File: src/rtl/mux_41_arbiter.sv
// Round-robin 4:1 arbiter with a bounded hold time per owner, driving a 4:1 data mux
// through a registered select.
module mux_41_arbiter #(
    parameter int MAX_HOLD = 4
) (
    input  logic       clk_in,
    input  logic       rst_in,
    input  logic [3:0] req_in,
    input  logic [3:0] A_in,
    input  logic [3:0] B_in,
    input  logic [3:0] C_in,
    input  logic [3:0] D_in,
    output logic [3:0] gnt_out,
    output logic       S0_out,
    output logic       S1_out,
    output logic [3:0] data_out,
    output logic       valid_out
);

    typedef enum logic {IDLE, GRANT} state_t;

    state_t     state_q, state_d;
    logic [1:0] owner_q, owner_d;
    logic [1:0] ptr_q, ptr_d;
    logic [3:0] cnt_q, cnt_d;
    logic [3:0] gnt_q, gnt_d;

    logic       ownerReq;
    logic [1:0] nextPtr;
    logic [3:0] others;

    // First set bit of req at or after start, scanning cyclically upward.
    function automatic logic [1:0] pickFrom(input logic [3:0] req, input logic [1:0] start);
        logic [1:0] idx;
        pickFrom = start;
        for (int i = 3; i >= 0; i--) begin
            idx = start + 2'(i);
            if (req[idx]) pickFrom = idx;
        end
    endfunction

    always_comb begin
        state_d  = state_q;
        owner_d  = owner_q;
        ptr_d    = ptr_q;
        cnt_d    = cnt_q;
        gnt_d    = gnt_q;
        ownerReq = req_in[owner_q];
        nextPtr  = owner_q + 2'd1;
        others   = req_in & ~(4'b0001 << owner_q);

        if (state_q == IDLE) begin
            if (req_in != 4'b0000) begin
                owner_d = pickFrom(req_in, ptr_q);
                state_d = GRANT;
                cnt_d   = 4'd1;
                gnt_d   = 4'b0001 << owner_d;
            end else begin
                cnt_d = 4'd0;
                gnt_d = 4'b0000;
            end
        end else if (!ownerReq) begin
            // Release hands straight over to the next requester, no idle bubble.
            ptr_d = nextPtr;
            if (req_in != 4'b0000) begin
                owner_d = pickFrom(req_in, nextPtr);
                cnt_d   = 4'd1;
                gnt_d   = 4'b0001 << owner_d;
            end else begin
                state_d = IDLE;
                cnt_d   = 4'd0;
                gnt_d   = 4'b0000;
            end
        end else if (cnt_q < 4'(MAX_HOLD)) begin
            cnt_d = cnt_q + 4'd1;
        end else if (others != 4'b0000) begin
            ptr_d   = nextPtr;
            owner_d = pickFrom(others, nextPtr);
            cnt_d   = 4'd1;
            gnt_d   = 4'b0001 << owner_d;
        end else begin
            cnt_d = 4'd1;
        end
    end

    always_ff @(posedge clk_in) begin
        if (rst_in) begin
            state_q <= IDLE;
            owner_q <= 2'd0;
            ptr_q   <= 2'd0;
            cnt_q   <= 4'd0;
            gnt_q   <= 4'b0000;
        end else begin
            state_q <= state_d;
            owner_q <= owner_d;
            ptr_q   <= ptr_d;
            cnt_q   <= cnt_d;
            gnt_q   <= gnt_d;
        end
    end

    assign gnt_out   = gnt_q;
    assign S0_out    = owner_q[0];
    assign S1_out    = owner_q[1];
    assign valid_out = (state_q == GRANT) && req_in[owner_q];

    // Select stays on the last owner while idle, so data keeps following it.
    always_comb begin
        case (owner_q)
            2'd0:    data_out = A_in;
            2'd1:    data_out = B_in;
            2'd2:    data_out = C_in;
            default: data_out = D_in;
        endcase
    end

endmodule

File: config.mk
export PLATFORM = sky130hd
export DESIGN_NAME = mux_41_arbiter
export DESIGN_NICKNAME = d
export VERILOG_FILES = /design/src/rtl/mux_41_arbiter.sv
export SDC_FILE = /design/constraint.sdc
export NUM_CORES = 1
export LEC_CHECK = 0
export CAP_MARGIN = 5
export CORE_MARGIN = 2
export CORE_UTILIZATION = 34
export CTS_BUF_LIST = sky130_fd_sc_hd__clkbuf_4
export DETAILED_ROUTE_END_ITERATION = 7
export SLEW_MARGIN = 40
export SYNTH_ARGS = -nofsm -noshare
export SYNTH_HDL_FRONTEND = slang
export SYNTH_SLANG_ARGS = --single-unit
File: constraint.sdc
create_clock -name clk_in -period 3.64 [get_ports clk_in]
set_input_delay 0.728 -clock clk_in [delete_from_list [all_inputs] [get_ports clk_in]]
set_output_delay 0.728 -clock clk_in [all_outputs]
set_load 0.03 [all_outputs]
# ---- Yosys cells after proc, flatten, opt, wreduce, memory -nomap -nowiden
# Cells that the tools add are included.
# W data, S select, Z words.
dict set report totals {
  ff_bits 13
  latchBits 0
  ram_bits 0
  rom_bits 0
  in_bits 22
  out_inout_bits 11
  wordCells 114
  memories 0
}
dict set report classes {
  add_sub_neg 8
  mul 0
  div 0
  n_lt_le_gt_ge 10
  n_eq_ne 6
  n_shift 4
  mux 70
  bitwise_logic 2
  reduce_logical 9
}
# cell count
set op_table {}
lappend op_table {{$mux W2} 30}
lappend op_table {{$mux W4} 9}
lappend op_table {{$lt A2 B3 Y1 const B} 9}
lappend op_table {{$bmux W1 S2} 13}
lappend op_table {{$mux W1} 17}
lappend op_table {{$shl A1 B2 Y4 const A} 4}
lappend op_table {{$pmux W4 S3} 1}
lappend op_table {{$add A2 B2 Y2 const B} 4}
lappend op_table {{$reduce_bool A4 Y1} 2}
lappend op_table {{$add A2 B1 Y2 const B} 3}
lappend op_table {{$add A4 B1 Y4 const B} 1}
lappend op_table {{$and A4 B4 Y4} 1}
lappend op_table {{$lt A4 B3 Y1 const B} 1}
lappend op_table {{$not A4 Y4} 1}
lappend op_table {{$reduce_and A4 Y1} 1}
lappend op_table {{$reduce_bool A2 Y1} 2}
lappend op_table {{$ne A3 B2 Y1 const B} 1}
lappend op_table {{$ne A3 B3 Y1 const B} 1}
lappend op_table {{$reduce_and A3 Y1} 1}
lappend op_table {{$eq A2 B1 Y1 const B} 1}
lappend op_table {{$eq A2 B2 Y1 const B} 1}
lappend op_table {{$logic_not A2 Y1} 1}
lappend op_table {{$ne A2 B1 Y1 const B} 1}
lappend op_table {{$ne A2 B2 Y1 const B} 1}
lappend op_table {{2 further kinds} 2}

# ---- Depth between registers and ports, before layout
# Gate-level depths: netlist (run 1).
dict set report logic_depth {
  word_depth 18
  ltp_mapped 9
}

# ---- Least setup slack after synthesis (run 1)
# No wires, ideal clock.
dict set report synth_path {
  path_kind {reg-to-reg}
  start {reg owner_q[0]}
  end {reg gnt_q[2] (netlist: gnt_out[2])}
  setup_time_ns 0.091
  t_arrival_ns 2.525
  setup_slack_ns 1.024
  stages_incl_launch_ff 8
  path_buffers 0
  period_less_slack_ns 2.616
  cell_sequence {dfxtp_1 > inv_1 > ha_1 > nand2b_1 > a311o_1 > a221oi_2 > or3b_1 > a311oi_1}
}
dict set report synth_between {
  word_cells_on_any_way 51
  classes_between {add/sub (4); eq/ne (2); shift (3); mux (38); bitwise (2); reduce/logical (2)}
}
# element line_no
set synth_lines {}
lappend synth_lines {{from (decl)} 23} ;# logic [1:0] owner_q, owner_d;
lappend synth_lines {{from (signal assigned)} 95} ;# owner_q <= owner_d;
lappend synth_lines {{$add A2 B1 Y2 (*)} 49} ;# nextPtr = owner_q + 2'd1;
lappend synth_lines {{via nextPtr[0]} 29} ;# logic [1:0] nextPtr;
lappend synth_lines {{$add A2 B2 Y2} 37} ;# idx = start + 2'(i);
lappend synth_lines {{$bmux W1 S2} 38} ;# if (req[idx]) pickFrom = idx;
lappend synth_lines {{$mux W1 (not written as such)} 38}
lappend synth_lines {{$mux W2 (4 in a row)} 38}
lappend synth_lines {{$mux W2} 76} ;# end else if (others != 4'b0000) begin
lappend synth_lines {{$mux W2} 74} ;# end else if (cnt_q < 4'(MAX_HOLD)) begin
lappend synth_lines {{$mux W2} 62} ;# end else if (!ownerReq) begin
lappend synth_lines {{$mux W2} 52} ;# if (state_q == IDLE) begin
lappend synth_lines {{$shl A1 B2 Y4} 80} ;# gnt_d = 4'b0001 << owner_d;
lappend synth_lines {{$mux W4} 76}
lappend synth_lines {{$mux W4} 74}
lappend synth_lines {{$mux W4 (*)} 62}
lappend synth_lines {{$mux W4 (*)} 52}
lappend synth_lines {{to (signal assigned)} 98} ;# gnt_q <= gnt_d;
lappend synth_lines {{to (decl)} 26} ;# logic [3:0] gnt_q, gnt_d;
# Mark *: on every way through the listed nets, which the timed path passes. The rest lies on a longest branch. The select of a mux whose other input is x is not followed.
# A chain may end at the register's enable or synchronous reset.

# ---- Worst setup path after layout (run 1)
dict set report layout_path {
  start {in req_in[3]}
  end {out valid_out}
}
dict set report layout_between {
  elab_chain_len 3
}
# element line_no
set layout_lines {}
lappend layout_lines {{from (decl)} 8} ;# input logic [3:0] req_in,
lappend layout_lines {{$bmux W1 S2} 105} ;# assign valid_out = (state_q == GRANT) && req_in[owner_q];
lappend layout_lines {{$mux W1 (not written as such)} 105}
lappend layout_lines {{$logic_and A1 B1 Y1} 105}
lappend layout_lines {{to (decl)} 17} ;# output logic valid_out
# Every way passes these cells. The select of a mux whose other input is x is not followed.

==> results.sh, run 1 <==
export IMPL_grtUsageMet2=0.273
export IMPL_endpoint_kind="output port"
export IMPL_num_vias=1291
export IMPL_ios=33
export IMPL_drv_cap=0
export IMPL_dr_pass1_iters=4
export IMPL_core_area_mm2=0.00339
export IMPL_multi_input_area_um2=870
export IMPL_antennaDiodeCount=0
export IMPL_powerDensity_mw_per_mm2=429
export IMPL_die_y_um=63.9
export IMPL_path_class="input port to output port"
export IMPL_hold_ws_ns=0.485
export IMPL_avgSynthCellArea_um2=7.72
export IMPL_grt_pass1_wl_um=5840
export IMPL_netlist_area_mm2=0.00122
export IMPL_synthArstFlopShare=0
export IMPL_cp_startpoint="req_in[3]"
export IMPL_setup_violations=0
export IMPL_drive_above_1_share=0.100
export IMPL_crit_end="valid_out"
export IMPL_seqCellArea_um2=260
export IMPL_cts_tree="done"
export IMPL_ys_warn_count=0
export IMPL_grt_util_met1=0.247
export IMPL_dpl_hpwl_um=2580
export IMPL_fill_cells=333
export IMPL_power_leakage_nw=0.610
export IMPL_max_vdd_ir_drop_uv=190
export IMPL_fin_worst_skew_ns=0.000494
export IMPL_rsz0062_at_grt="no"
export IMPL_port_buffers=32
export IMPL_outcome="complete, no violations"
export IMPL_tightest_slew_ns=0.662
export IMPL_slew_viol_final=0
export IMPL_ctsHoldBuffers=0
export IMPL_synth_edff_count=0
export IMPL_yosysSeqAreaShare=0.213
export IMPL_reg2reg_to="gnt_out[2]"
export IMPL_hold_class="register to register"
export IMPL_yosys_most_used_dff="dfxtp_1"
export IMPL_worstPathMaxFanout=8
export IMPL_dieArea_mm2=0.00408
export IMPL_row_count=21
export IMPL_clock_sinks=13
export IMPL_setup_tns_ns=0
export IMPL_grt_pass1_vias=1245
export IMPL_ys_types=46
export IMPL_post_cts_resized=0
export IMPL_layout_nets=218
export IMPL_crit_required_ns=2.91
export IMPL_cts_setup_buffers=0
export IMPL_syn_nets=185
export IMPL_grt_start_max_net_pins=17
export IMPL_r2r_cells=7
export IMPL_wl_per_cell_um=14.1
export IMPL_via_per_inst=5.47
export IMPL_final_hold_viol_count=0
export IMPL_die_x_um=63.9
export IMPL_ys_ff_latch=13
export IMPL_overflow=0
export IMPL_r2r_slack_ns=1.13
export IMPL_drt_iter0_markers=147
export IMPL_use_met3=0.0352
export IMPL_startpoint_type="input port"
export IMPL_cts_made_buffers=3
export IMPL_htreeDepth=1
export IMPL_drt_wl_total_um=3330
export IMPL_min_period_ns=3.28
export IMPL_cts_path_max_buffers=2
export IMPL_clockRootBuffer="clkbuf_4"
export IMPL_max_freq_mhz=305
export IMPL_top_usage_layer="met2"
export IMPL_grt_usage=0.173
export IMPL_clk_latency_ns=0.27
export IMPL_relSlewSlack=0.555
export IMPL_detail_route_antenna_nets=0
export IMPL_initial_core_util=0.360
export IMPL_min_period_over_period=0.900
export IMPL_clk_pin_slew_worst_paths_ns=0.07
export IMPL_syn_inst=158
export IMPL_crit_arrival_ns=2.55
export IMPL_rr_startpoint="owner_q[1]"
export IMPL_area_delta_synth_final_pct=32.5
export IMPL_drc=0
export IMPL_antenna_found_initial=0
export IMPL_gp_congestion=0.877
==> critical path, cell delays in order <==
cell             delay [ns]
clkdlybuf4s50_1        0.42
mux4_2                 0.56
nand2_1                0.14
inv_1                  0.10
clkdlybuf4s50_1        0.60
==> state kept, by name, indices dropped and copies added, names as in the netlist <==
signal and flops:
owner_q 2, ptr_q 2, state_q 1, gnt_out 4
cnt_q 4
==> cells in the mapped netlist (2+ instances only) <==
master	count	area, µm²
nand2_1	15	56.3
nor2_1	14	52.6
dfxtp_1	13	260
inv_1	11	41.3
a21oi_1	9	45.0
nand2b_1	8	50.1
mux2i_1	6	60.1
nor2b_1	6	37.5
o21ai_0	6	30.0
ha_1	5	62.6
a222oi_1	4	40.0
a31oi_1	4	25.0
clkbuf_1	4	15.0
nand3_1	4	20.0
nor3_1	4	20.0
nor3b_1	4	30.0
a311oi_1	3	26.3
buf_2	3	15.0
nand3b_1	3	22.5
o221a_2	3	33.8
a211oi_1	2	15.0
o211ai_1	2	15.0
o221ai_1	2	17.5
==> layer usage <==
layer | vias up | routed length (µm)
met5 | - | 0
met4 | 0 | 10
met3 | 2 | 128
met2 | 32 | 1630
met1 | 605 | 1560
li1 | 652 | -
==> where the power goes <==
| part | total (mW) | switching, mW | internal, mW |
|---|---|---|---|
| Clock | 0.0941 | 0.0442 | 0.0499 |
| Combinational | 0.423 | 0.240 | 0.184 |
| Sequential | 0.177 | 0.0163 | 0.160 |
==> cell families (layout without fill, tap and decap cells) <==
logic type               after synthesis  after routing  synth area share
AND/OR/NAND/NOR                       67             67             0.302
AO/OA/AOI/OAI                         45             45             0.289
buffers and inverters                 20             52            0.0738
flip-flops                            13             13             0.213
multiplexers                           7              7            0.0677
adder cells (fa/ha/maj)                5              5            0.0513
other                                  1              1           0.00307
==> cell type report <==
type / instances / share of cell area
Tap cell: 46 / 0.0356
Multi-Input combinational cell: 125 / 0.538
Sequential cell: 13 / 0.161
Clock buffer: 4 / 0.0186
Timing Repair Buffer: 37 / 0.221
Inverter: 11 / 0.0255
==> worst min-delay path by stage <==
stage,from,to,depth (start not counted)
finish,cnt_q[0],cnt_q[0],1
global route,cnt_q[0],cnt_q[0],1
CTS,cnt_q[0],cnt_q[0],1
detailed placement,cnt_q[0],cnt_q[0],1
global placement,cnt_q[0],cnt_q[0],1
floorplan,cnt_q[0],cnt_q[0],1
==> per-stage QoR <==
stage / setup WS, ns / instance area (µm²) / util / std cells / power (mW)
floorplan: 1.02 / 1220 / - / 158 / 0.465
global placement: 0.378 / 1590 / 0.468 / 232 / 0.594
detailed placement: 0.362 / 1590 / 0.468 / 232 / 0.600
CTS: 0.358 / 1620 / 0.477 / 236 / 0.697
global route: 0.259 / 1620 / 0.477 / 236 / 0.751
finish: 0.364 / 1620 / 0.477 / 236 / 0.694
==> placed cells by master (no fill, tap or decap), types with 2 or more instances in the layout <==
| master | count |
|---|---|
| a211oi_1 | 2 |
| a21oi_1 | 9 |
| a222oi_1 | 4 |
| a311oi_1 | 3 |
| a31oi_1 | 4 |
| buf_4 | 5 |
| clkbuf_4 | 4 |
| clkdlybuf4s50_1 | 32 |
| dfxtp_1 | 13 |
| ha_1 | 5 |
| inv_1 | 11 |
| mux2i_1 | 6 |
| nand2_1 | 15 |
| nand2b_1 | 8 |
| nand3_1 | 4 |
| nand3b_1 | 3 |
| nor2_1 | 14 |
| nor2b_1 | 6 |
| nor3_1 | 4 |
| nor3b_1 | 4 |
| o211ai_1 | 2 |
| o21ai_0 | 6 |
| o221a_2 | 3 |
| o221ai_1 | 2 |
(Power assumes the default switching activity.)
==> inputs of run 2 (changes only) <==
- CORE_ASPECT_RATIO: not set -> 1.1
- CORE_MARGIN: 2 -> 3
==> run 2 against run 1 <==
Net effect:
- global-route usage shrank 0.56 points
- critical endpoint unchanged
- routed wire length grew 4.1%
- clock power up 4.3%
- sequential cell count is the same
- worst setup slack got worse by 0.0029 ns
- combinational power fell by 2%
- register-to-register slack worse by 0.27 ns
- critical path type unchanged
==> results.sh, run 2 (synthesis gave the netlist of run 1 again) <==
export IMPL_clk_pin_slew_worst_paths_ns=0.08
export IMPL_mostFrequentLayoutCell="clkdlybuf4s50_1"
export IMPL_pre_cts_ws_ns=0.368
export IMPL_fill_cells=358
export IMPL_worstPathMaxFanout=8
export IMPL_relSlewSlack=0.552
export IMPL_pwr_share_comb=0.593
export IMPL_cts_tree="done"
export IMPL_outcome="complete, no violations"
export IMPL_die_y_um=68.8
export IMPL_rsz0062_at_grt="no"
export IMPL_share_seq_of_total_power=0.266
export IMPL_fin_worst_skew_ns=0.00258
export IMPL_port_buffers=32
export IMPL_most_common_layout_cells="clkdlybuf4s50_1 (32), nand2_1 (15), nor2_1 (14)"
export IMPL_min_period_ns=3.28
export IMPL_setup_tns_ns=0
export IMPL_gp_congestion=0.806
export IMPL_clock_sinks=13
export IMPL_critical_path_buf_inv_count=3
export IMPL_drt_iter0_markers=121
export IMPL_cp_top_family="buffers and inverters"
export IMPL_crit_cells=5
export IMPL_drt_wl_total_um=3460
export IMPL_hold_depth=1
export IMPL_grt_pass1_vias=1210
export IMPL_internal_power_mw=0.392
export IMPL_min_period_over_period=0.901
export IMPL_power_frac_clock=0.141
export IMPL_powerDensity_mw_per_mm2=432
export IMPL_dpl_hpwl_um=2710
export IMPL_clk_latency_ns=0.28
export IMPL_crit_arrival_ns=2.55
export IMPL_num_vias=1301
export IMPL_setup_violations=0
export IMPL_wl_per_cell_um=14.6
export IMPL_drc=0
export IMPL_hold_class="register to register"
export IMPL_drv_cap=0
export IMPL_drive_above_1_share=0.101
export IMPL_slew_viol_final=0
export IMPL_antennaDiodeCount=0
export IMPL_grt_pass1_wl_um=5860
export IMPL_path_class="input port to output port"
export IMPL_cts_path_max_buffers=2
export IMPL_tightest_slew_ns=0.665
export IMPL_layout_nets=217
export IMPL_crit_required_ns=2.91
export IMPL_p_sw_mw=0.305
export IMPL_r2r_cells=7
export IMPL_final_setup_worst_slack_ns=0.361
export IMPL_ios=33
export IMPL_htreeDepth=1
export IMPL_initial_core_util=0.360
export IMPL_antenna_found_initial=0
export IMPL_grt_start_max_net_pins=18
export IMPL_power_leakage_nw=0.605
export IMPL_area_delta_synth_final_pct=32.2
export IMPL_switching_share=0.438
export IMPL_clockRootBuffer="clkbuf_4"
export IMPL_row_count=22
export IMPL_die_x_um=63.1
export IMPL_path_cells="clkdlybuf4s50_1 > mux4_2 > nand2_1 > inv_1 > clkdlybuf4s50_1"
export IMPL_overflow=0
export IMPL_grt_usage=0.167
export IMPL_dr_pass1_iters=4
export IMPL_detail_route_antenna_nets=0
export IMPL_dieArea_mm2=0.00434
export IMPL_max_freq_mhz=305
export IMPL_cpMostUsedCell="clkdlybuf4s50_1"
export IMPL_startpoint_type="input port"
export IMPL_max_vdd_ir_drop_uv=168
export IMPL_core_area_mm2=0.00339
export IMPL_final_hold_viol_count=0
export IMPL_endpoint_kind="output port"
export IMPL_critPathMaxStageDelay_ns=0.60
export IMPL_cts_made_buffers=3
export IMPL_ctsHoldBuffers=0
export IMPL_via_per_inst=5.49
export IMPL_slowest_stage="clkdlybuf4s50_1"
==> run 2: worst paths after layout <==
path | endpoint | start | slack (ns)
worst min register to register | cnt_q[0] | cnt_q[0] | 0.49
worst max-delay path | valid_out | req_in[3] | 0.36
worst max register to register | owner_q[1] | owner_q[0] | 0.86
worst min-delay path | cnt_q[0] | cnt_q[0] | 0.49
==> run 2: power by group through the flow <==
stage / Combinational, mW / Clock (mW) / Sequential (mW)
final: 0.413 / 0.0981 / 0.186
after global routing: 0.452 / 0.108 / 0.190
after CTS: 0.413 / 0.0999 / 0.186
after detailed placement: 0.411 / 0 / 0.189
after global placement: 0.404 / 0 / 0.186
after floorplan: 0.263 / 0 / 0.202
==> run 2: final cells by class <==
class	instances	area (µm²)	share of cell area
repair buffers	36	350	0.217
flip-flops and latches	13	262	0.162
clock buffers	4	30.0	0.0186
inverters	11	41.3	0.0256
well taps	48	60.1	0.0372
multi-input cells	125	870	0.539
==> run 2: metal layers <==
layer / GRT usage / part of all wire / vias to the layer above
met5: 0 / 0 / -
met4: 0.00826 / 0 / 0
met3: 0.0292 / 0.045 / 0
met2: 0.300 / 0.50 / 36
met1: 0.221 / 0.46 / 607
li1: - / - / 658
==> run 2: per-stage QoR <==
stage / hold WS, ns / total power [mW] / cells / instance area (µm²) / utilization
5_1_grt: 0.497 / 0.751 / 237 / 1610 / 0.476
3_5_place_dp: 0.470 / 0.600 / 233 / 1580 / 0.467
4_1_cts: 0.490 / 0.699 / 237 / 1610 / 0.476
6_report: 0.486 / 0.697 / 237 / 1610 / 0.476
3_3_place_gp: 0.469 / 0.590 / 233 / 1580 / 0.467
2_1_floorplan: 0.441 / 0.465 / 158 / 1220 / -
==> run 2: repair_timing <==
action | CTS | global route
resized for setup | 0 | 1
buffers inserted | 0 | 0
setup endpoints to repair | 0 | 4
hold endpoints to repair | 0 | 0
==> inputs of run 3 (changes only) <==
- CTS_BUF_LIST: sky130_fd_sc_hd__clkbuf_4 -> not set
- SLEW_MARGIN: 40 -> not set
==> run 3 against run 2 <==
Net effect:
- combinational power about the same
- register-to-register slack worse by 0.03 ns
- clock power down 7.8%
- fmax about the same
- sequential cell count unchanged
- worst setup slack about the same
- critical path depth unchanged
- global-route usage about the same
- critical path type unchanged
- critical endpoint unchanged
- largest power group unchanged
==> results.sh, run 3 (synthesis gave the netlist of run 1 again) <==
export IMPL_clockRootBuffer="clkbuf_4"
export IMPL_min_period_ns=3.28
export IMPL_grt_pass1_wl_um=5840
export IMPL_endpoint_kind="output port"
export IMPL_die_x_um=63.1
export IMPL_placed_cell_area_mm2=0.00158
export IMPL_crit_required_ns=2.91
export IMPL_rsz0062_at_grt="no"
export IMPL_drt_iter0_markers=118
export IMPL_drive_above_1_share=0.0952
export IMPL_slowest_stage="clkdlybuf4s50_1"
export IMPL_core_area_mm2=0.00339
export IMPL_startpoint_type="input port"
export IMPL_p_total_mw=0.691
export IMPL_powerDensity_mw_per_mm2=429
export IMPL_drt_wl_total_um=3480
export IMPL_die_y_um=68.8
export IMPL_most_common_layout_cells="clkdlybuf4s50_1 (32), nand2_1 (15), nor2_1 (14)"
export IMPL_antennaDiodeCount=0
export IMPL_dieArea_mm2=0.00434
export IMPL_antenna_found_initial=0
export IMPL_final_hold_viol_count=0
export IMPL_htreeDepth=1
export IMPL_grt_pass1_vias=1210
export IMPL_outcome="complete, no violations"
export IMPL_initial_core_util=0.360
export IMPL_area_delta_synth_final_pct=31.9
export IMPL_max_freq_mhz=305
export IMPL_cts_tree="done"
export IMPL_setup_tns_ns=0
export IMPL_hold_class="register to register"
export IMPL_slew_viol_final=0
export IMPL_hold_ws_ns=0.484
export IMPL_layout_nets=217
export IMPL_cp_top_family="buffers and inverters"
export IMPL_grt_usage=0.167
export IMPL_max_vdd_ir_drop_uv=168
export IMPL_detail_route_antenna_nets=0
export IMPL_critical_path_buf_inv_count=3
export IMPL_cpMostUsedCell="clkdlybuf4s50_1"
export IMPL_fin_area_mm2=0.00161
export IMPL_cts_made_buffers=3
export IMPL_via_per_inst=5.46
export IMPL_worstPathMaxFanout=8
export IMPL_dr_pass1_iters=4
export IMPL_cts_path_max_buffers=2
export IMPL_wl_per_cell_um=14.7
export IMPL_finalNonFillerCells=237
export IMPL_dpl_hpwl_um=2710
export IMPL_dp_cells=233
export IMPL_num_vias=1294
export IMPL_gp_congestion=0.806
export IMPL_clk_latency_ns=0.28
export IMPL_setup_violations=0
export IMPL_path_class="input port to output port"
export IMPL_min_period_over_period=0.901
export IMPL_power_leakage_nw=0.602
export IMPL_clock_sinks=13
export IMPL_fin_worst_skew_ns=0.00398
export IMPL_critPathMaxStageDelay_ns=0.60
export IMPL_grt_start_max_net_pins=18
export IMPL_clk_pin_slew_worst_paths_ns=0.08
export IMPL_ios=33
export IMPL_row_count=22
export IMPL_mostFrequentLayoutCell="clkdlybuf4s50_1"
export IMPL_path_cells="clkdlybuf4s50_1 > mux4_2 > nand2_1 > inv_1 > clkdlybuf4s50_1"
export IMPL_tightest_slew_ns=0.675
export IMPL_port_buffers=32
export IMPL_r2r_slack_ns=0.83
export IMPL_relSlewSlack=0.545
export IMPL_overflow=0
export IMPL_drv_cap=0
export IMPL_crit_arrival_ns=2.55
export IMPL_drc=0
## run 3: area by class of cell
type	instances	area, µm²
Fill cell	360	1780
Multi-Input combinational cell	125	870
Timing Repair Buffer	36	350
Sequential cell	13	262
Tap cell	48	60.1
Inverter	11	41.3
Clock buffer	4	26.3
## run 3: path summary, 6_finish.rpt
check                             endpoint        from  cells after the start
worst max-delay path             valid_out   req_in[3]                      5
worst min-delay path              cnt_q[0]    cnt_q[0]                      1
worst max register to register  owner_q[1]  owner_q[0]                      7
worst min register to register    cnt_q[0]    cnt_q[0]                      1
## run 3: routing by layer
layer | vias to the layer above | GRT usage | wire, µm
li1 | 656 | - | -
met1 | 612 | 0.220 | 1650
met2 | 26 | 0.302 | 1710
met3 | 0 | 0.0292 | 115
met4 | 0 | 0.00826 | 0
met5 | - | 0 | 0
## run 3: stage by stage
stage | setup slack (ns) | utilization
finish | 0.360 | 0.475
global route | 0.252 | 0.475
CTS | 0.144 | 0.475
detailed placement | 0.368 | 0.467
global placement | 0.376 | 0.467
floorplan | 1.02 | -
## run 3: power by group
group | total, mW | switching (mW) | internal [mW] | leakage (nW)
Combinational | 0.414 | 0.233 | 0.181 | 0.479
Clock | 0.0904 | 0.0479 | 0.0425 | 0.0150
Sequential | 0.186 | 0.0249 | 0.161 | 0.108
Total | 0.691 | 0.306 | 0.385 | 0.602
## run 3: what timing repair did
action | 4_1_cts | 5_1_grt
buffers inserted | 0 | 0
gates resized for setup | 0 | 1
hold buffers | 0 | 0
setup endpoints to repair | 0 | 4
